<file path="src/rtl/mem_port_arbiter.sv">
`default_nettype none
// ============================================================================
// Module   : mem_port_arbiter
// Purpose  : Shares one synchronous single-port word memory between the CPU
//            instruction-fetch port and the CPU data (load/store) port. Data
//            requests normally win. A starvation counter forces a fetch grant
//            once fetch has lost STARVE_LIMIT consecutive cycles.
// Ports    : clk, reset (sync, active-high)
//            if_req/if_addr -> if_gnt, if_rvalid, if_rdata      (fetch port)
//            d_req/d_addr/d_byteen/d_wdata
//                           -> d_gnt, d_rvalid, d_rdata         (data port)
//            mem_addr/mem_re/mem_byteen/mem_wdata, mem_rdata    (memory side)
// Revision : 1.0 - initial release
// ============================================================================
module mem_port_arbiter #(
    parameter int          ADDR_W       = 12,
    parameter logic [31:0] IMEM_BASE    = 32'h3000,
    parameter int          STARVE_LIMIT = 4
) (
    input  logic              clk,
    input  logic              reset,
    input  logic              if_req,
    input  logic [31:0]       if_addr,
    output logic              if_gnt,
    output logic              if_rvalid,
    output logic [31:0]       if_rdata,
    input  logic              d_req,
    input  logic [31:0]       d_addr,
    input  logic [3:0]        d_byteen,
    input  logic [31:0]       d_wdata,
    output logic              d_gnt,
    output logic              d_rvalid,
    output logic [31:0]       d_rdata,
    output logic [ADDR_W-1:0] mem_addr,
    output logic              mem_re,
    output logic [3:0]        mem_byteen,
    output logic [31:0]       mem_wdata,
    input  logic [31:0]       mem_rdata
);

    localparam logic [2:0] c_STARVE_LIMIT = 3'(STARVE_LIMIT);

    // Who owns the memory read data returning this cycle.
    typedef enum logic [1:0] {
        OWN_NONE = 2'd0,
        OWN_IF   = 2'd1,
        OWN_D    = 2'd2
    } owner_t;

    owner_t      r_owner;
    owner_t      w_owner_next;
    logic [2:0]  r_starve;
    logic [2:0]  w_starve_next;
    logic        w_forced;
    logic        w_is_store;
    logic [31:0] w_if_off;
    logic        w_unused_bits;

    assign w_if_off   = if_addr - IMEM_BASE;
    assign w_forced   = (r_starve >= c_STARVE_LIMIT);
    assign w_is_store = (d_byteen != 4'b0000);

    // Byte offset and high address bits alias onto the same word by design.
    assign w_unused_bits = ^{w_if_off[31:ADDR_W+2], w_if_off[1:0],
                             d_addr[31:ADDR_W+2], d_addr[1:0]};

    always_ff @(posedge clk) begin
        if (reset) begin
            r_owner  <= OWN_NONE;
            r_starve <= 3'd0;
        end else begin
            r_owner  <= w_owner_next;
            r_starve <= w_starve_next;
        end
    end

    always_comb begin
        if_gnt        = 1'b0;
        d_gnt         = 1'b0;
        mem_addr      = '0;
        mem_re        = 1'b0;
        mem_byteen    = 4'b0000;
        mem_wdata     = 32'd0;
        w_owner_next  = OWN_NONE;
        w_starve_next = 3'd0;

        // Grants are suppressed while reset is high so nothing reaches memory.
        if (!reset) begin
            if (w_forced && if_req) begin
                if_gnt = 1'b1;
            end else if (d_req) begin
                d_gnt = 1'b1;
            end else if (if_req) begin
                if_gnt = 1'b1;
            end
        end

        if (if_gnt) begin
            mem_addr     = w_if_off[ADDR_W+1:2];
            mem_re       = 1'b1;
            w_owner_next = OWN_IF;
        end else if (d_gnt) begin
            mem_addr = d_addr[ADDR_W+1:2];
            if (w_is_store) begin
                // Store completes at this edge; no response phase follows.
                mem_byteen = d_byteen;
                mem_wdata  = d_wdata;
            end else begin
                mem_re       = 1'b1;
                w_owner_next = OWN_D;
            end
        end

        // Saturating count of consecutive cycles a pending fetch was denied.
        if (if_req && !if_gnt) begin
            w_starve_next = w_forced ? c_STARVE_LIMIT : (r_starve + 3'd1);
        end
    end

    // Gating by reset discards a read still in flight when reset arrives.
    assign if_rvalid = !reset && (r_owner == OWN_IF);
    assign d_rvalid  = !reset && (r_owner == OWN_D);
    assign if_rdata  = if_rvalid ? mem_rdata : 32'd0;
    assign d_rdata   = d_rvalid  ? mem_rdata : 32'd0;

endmodule
`default_nettype wire
</file>
<file path="config.mk">
export PLATFORM = sky130hd
export DESIGN_NAME = mem_port_arbiter
export DESIGN_NICKNAME = d
export VERILOG_FILES = /design/src/rtl/mem_port_arbiter.sv
export SDC_FILE = /design/constraint.sdc
export NUM_CORES = 1
export LEC_CHECK = 0
export CAP_MARGIN = 20
export CELL_PAD_IN_SITES_DETAIL_PLACEMENT = 1
export CELL_PAD_IN_SITES_GLOBAL_PLACEMENT = 2
export CORE_MARGIN = 1.5
export CORE_UTILIZATION = 10
export DETAILED_ROUTE_END_ITERATION = 10
export PLACE_DENSITY = 0.95
export SYNTH_ARGS = -nofsm -noshare
export SYNTH_HDL_FRONTEND = slang
export SYNTH_SLANG_ARGS = --single-unit
export TNS_END_PERCENT = 10
</file>
<file path="constraint.sdc">
create_clock -name clk -period 3.1 [get_ports clk]
set_input_delay 0.62 -clock clk [delete_from_list [all_inputs] [get_ports clk]]
set_output_delay 0.62 -clock clk [all_outputs]
set_load 0.03 [all_outputs]
</file>
==> impl_results.md <==
* Status: finished clean
* Routed WL at about 5800 um
* Placed Cells at 491
* Yosys reg bits at 5
* Num CTS Buffers at 3
* Share of cells above drive strength 1 at 0.3649
* Syn Area/Cell at 7.196 um2
* Initial antenna violation count at 0
* 1st-pass router iterations at 4
* Storage element area at around 100 um2
* Internal power component at between 0.3 and 0.4 mW
* Switching Power at ~0.17 mW
* Clock sink count at 5
* Hold crit path type: flip-flop to flip-flop
* Busiest grt layer: met2
* VDD IR max at 132.8 uV
* Num rows at 37
* Die H at 106.6 um
* Via density at around 3.6
* DP HPWL at around 5100 um
* Net Sw Frac at 0.3401
* Post-route setup TNS at 0 ps
* GR Util met3 at 0.02023
* Synth top area cells: and2_1 61%, a22o_1 9.8%, dfxtp_1 9.3%
* Reg power frac at 0.132
* Slew headroom at 0.7621
* Static Leak at 1.508 nW
* Post-synthesis simple-gate area fraction at 0.6861
* Biggest area consumer among synthesized cells: and2_1
* Part of the Yosys area used for sequential elements at 0.09335
* Post-Layout Cell Count at about 500
* Post-CTS sizing at 0
* CP endpoint kind: output port
* Main synth FF type: dfxtp_1
* Crit path required time at roughly 2500 ps
* Global routing met1 resource utilization at 0.08657
* Critical Path Start Type: primary input
* Core ar. at roughly 10000 um2
* Ant diodes at 0
* Initial Util at 0.1034
* Tcrit/Tclk final at 0.9032
* Largest family of logic cells by synthesized area: simple AND/OR/NAND/NOR gates
* Worst Setup Path Type: primary input to output port
* Most numerous cell in the Yosys netlist: and2_1
* Routed len/inst at roughly 12 um
* Worst-path maximum fanout at 32
* PortBufs at between 200 and 250
* Root Driver: clkbuf_8
* Multi-input gate area at between 900 and 1000 um2
* GR Util met2 at 0.1954
* I/O Pins at around 250
* Least-Margin Pin Slew at ~350 ps
* Worst-path clk slew at ~30 ps
* Post-route setup slack at roughly 300 ps
* Layout Skew at 0.6951 ps
* Via count of the routed design at about 1800
* Max cap viols at 0
* Slew Limit Fails at 0
* Pwr/cell area at ~160 nW/um2
* Post-Synthesis Cells at between 100 and 150
* Routed Antenna Nets at 0
* Clock tree buffer depth at 2
* Min Tclk post-route at 2800 ps
* Placer Congestion at 0.7038
* H-tree Lvls at 1
* Vias in the first global route at between 1500 and 2000
* Synth Area in Compound Gates at 0.1319
* Die X-Extent at roughly 110 um
* Synth Net Count at 287
* XOR/XNOR share of the synthesized area at 0.008168
* 1st-iter DRT viols at 40
* FILL cells at 1290
* Post-synth top cells: 104 x and2_1, 12 x a22o_1, 6 x clkbuf_1, 5 x dfxtp_1, 4 x buf_2
* Async set-reset flop share out of synthesis at 0
* GR Overflow Total at 0
* GR Util All Layers at 0.09131
* Unrepaired setup endpoints after global routing: false
* FMAX at 357.1 MHz
* Synth Area in Adders at 0.02334
* Netlist cell types at 17
* EDFF count, synth at 0
* Residual DRC count at 0
* Final-report setup violation count at 0
* Reg2reg setup slack at 2140 ps
* Setup bufs post-CTS at 0
* Worst EP arrival at roughly 2200 ps
* Comb pwr share at 0.636
* Number of hold buffers added after cts at 0
* Pre-CTS WS at ~260 ps
* Largest net degree at the start of global routing at 34
* Top cell type's share of synthesized area at 0.6068
* Mapped Area at between 1000 and 1500 um2
* CTS tree: built
* Area Growth Syn to Fin at 189.7%
* Yosys warnings at 0
* Fin. Hold Viols at 0
* # nets final at between 400 and 500
* Mux cell area share after synthesis at 0
* Wire length of the first global-routing pass at a little under 9000 um
* Die area at between 10000 and 15000 um2
* Clk pwr share at 0.232
* Skew-Pair Late Insertion Delay at 220 ps
[cell type report]
cell class	instances	area share
Clock buffer	4	0.01450
Inverter	3	0.003625
Multi-Input combinational cell	130	0.2932
Sequential cell	5	0.03222
Tap cell	136	0.05477
Timing Repair Buffer	217	0.6017
[final timing paths]
check                                            start                      to  cells after the start
worst min register to register  r_starve[0]$_SDFF_PP0_  r_starve[0]$_SDFF_PP0_                      2
worst max register to register  r_starve[2]$_SDFF_PP0_   r_owner[1]$_SDFF_PP0_                      3
worst min-delay path            r_starve[0]$_SDFF_PP0_  r_starve[0]$_SDFF_PP0_                      2
worst max-delay path                             reset            mem_wdata[2]                      6
[kinds of logic after synthesis]
logic type,count (synthesis)
simple gates,112
compound gates,15
buf+inv,14
flops,5
fa+ha+maj,2
xor+xnor,1
[critical path, cell delays in order]
cell and delay, ps:
clkdlybuf4s50_1 510, nand2b_4 210, a211oi_2 200, buf_4 280
and2_1 180, buf_4 160
[cells in the final DEF (no fill, tap or decap)]
cell type and count:
a21oi_4 1, xor2_1 1, ha_1 2, a21o_1 1, inv_1 3, buf_4 121
nor4_2 1, dfxtp_1 5, nor3b_1 2, a211oi_2 1, clkbuf_1 1, and2_1 104
nor2b_1 1, nand2b_4 1, clkbuf_8 3, a22o_1 12, nor3b_2 3, clkdlybuf4s50_1 96
[metrics by stage]
step,utilization,total power [mW],hold slack (ps),instance area (um2)
global route,0.2996,0.5338,569.1,3107
finish,0.2996,0.5060,527.9,3107
detailed placement,0.2952,0.3928,515.9,3062
floorplan,-,0.1975,478.8,1072
CTS,0.2996,0.5135,539.9,3107
global placement,0.2952,0.3866,490.9,3062
[sequential cells by signal, indices dropped and copies added, names as in the netlist]
register  count
r_starve      3
r_owner       2
[power groups by stage]
stage	logic [mW]	registers [mW]	clock network [mW]
floorplan	0.130	0.0676	0
global placement	0.319	0.0677	0
detailed placement	0.325	0.0678	0
CTS	0.326	0.0669	0.120
global route	0.341	0.0670	0.126
finish	0.322	0.0669	0.117
[routing by layer]
layer | up-vias | part of all wire
li1 | 895 | -
met1 | 797 | 0.34
met2 | 97 | 0.57
met3 | 6 | 0.086
met4 | 0 | 0.0065
met5 | - | 0
Power figures use the tool's default switching activity.
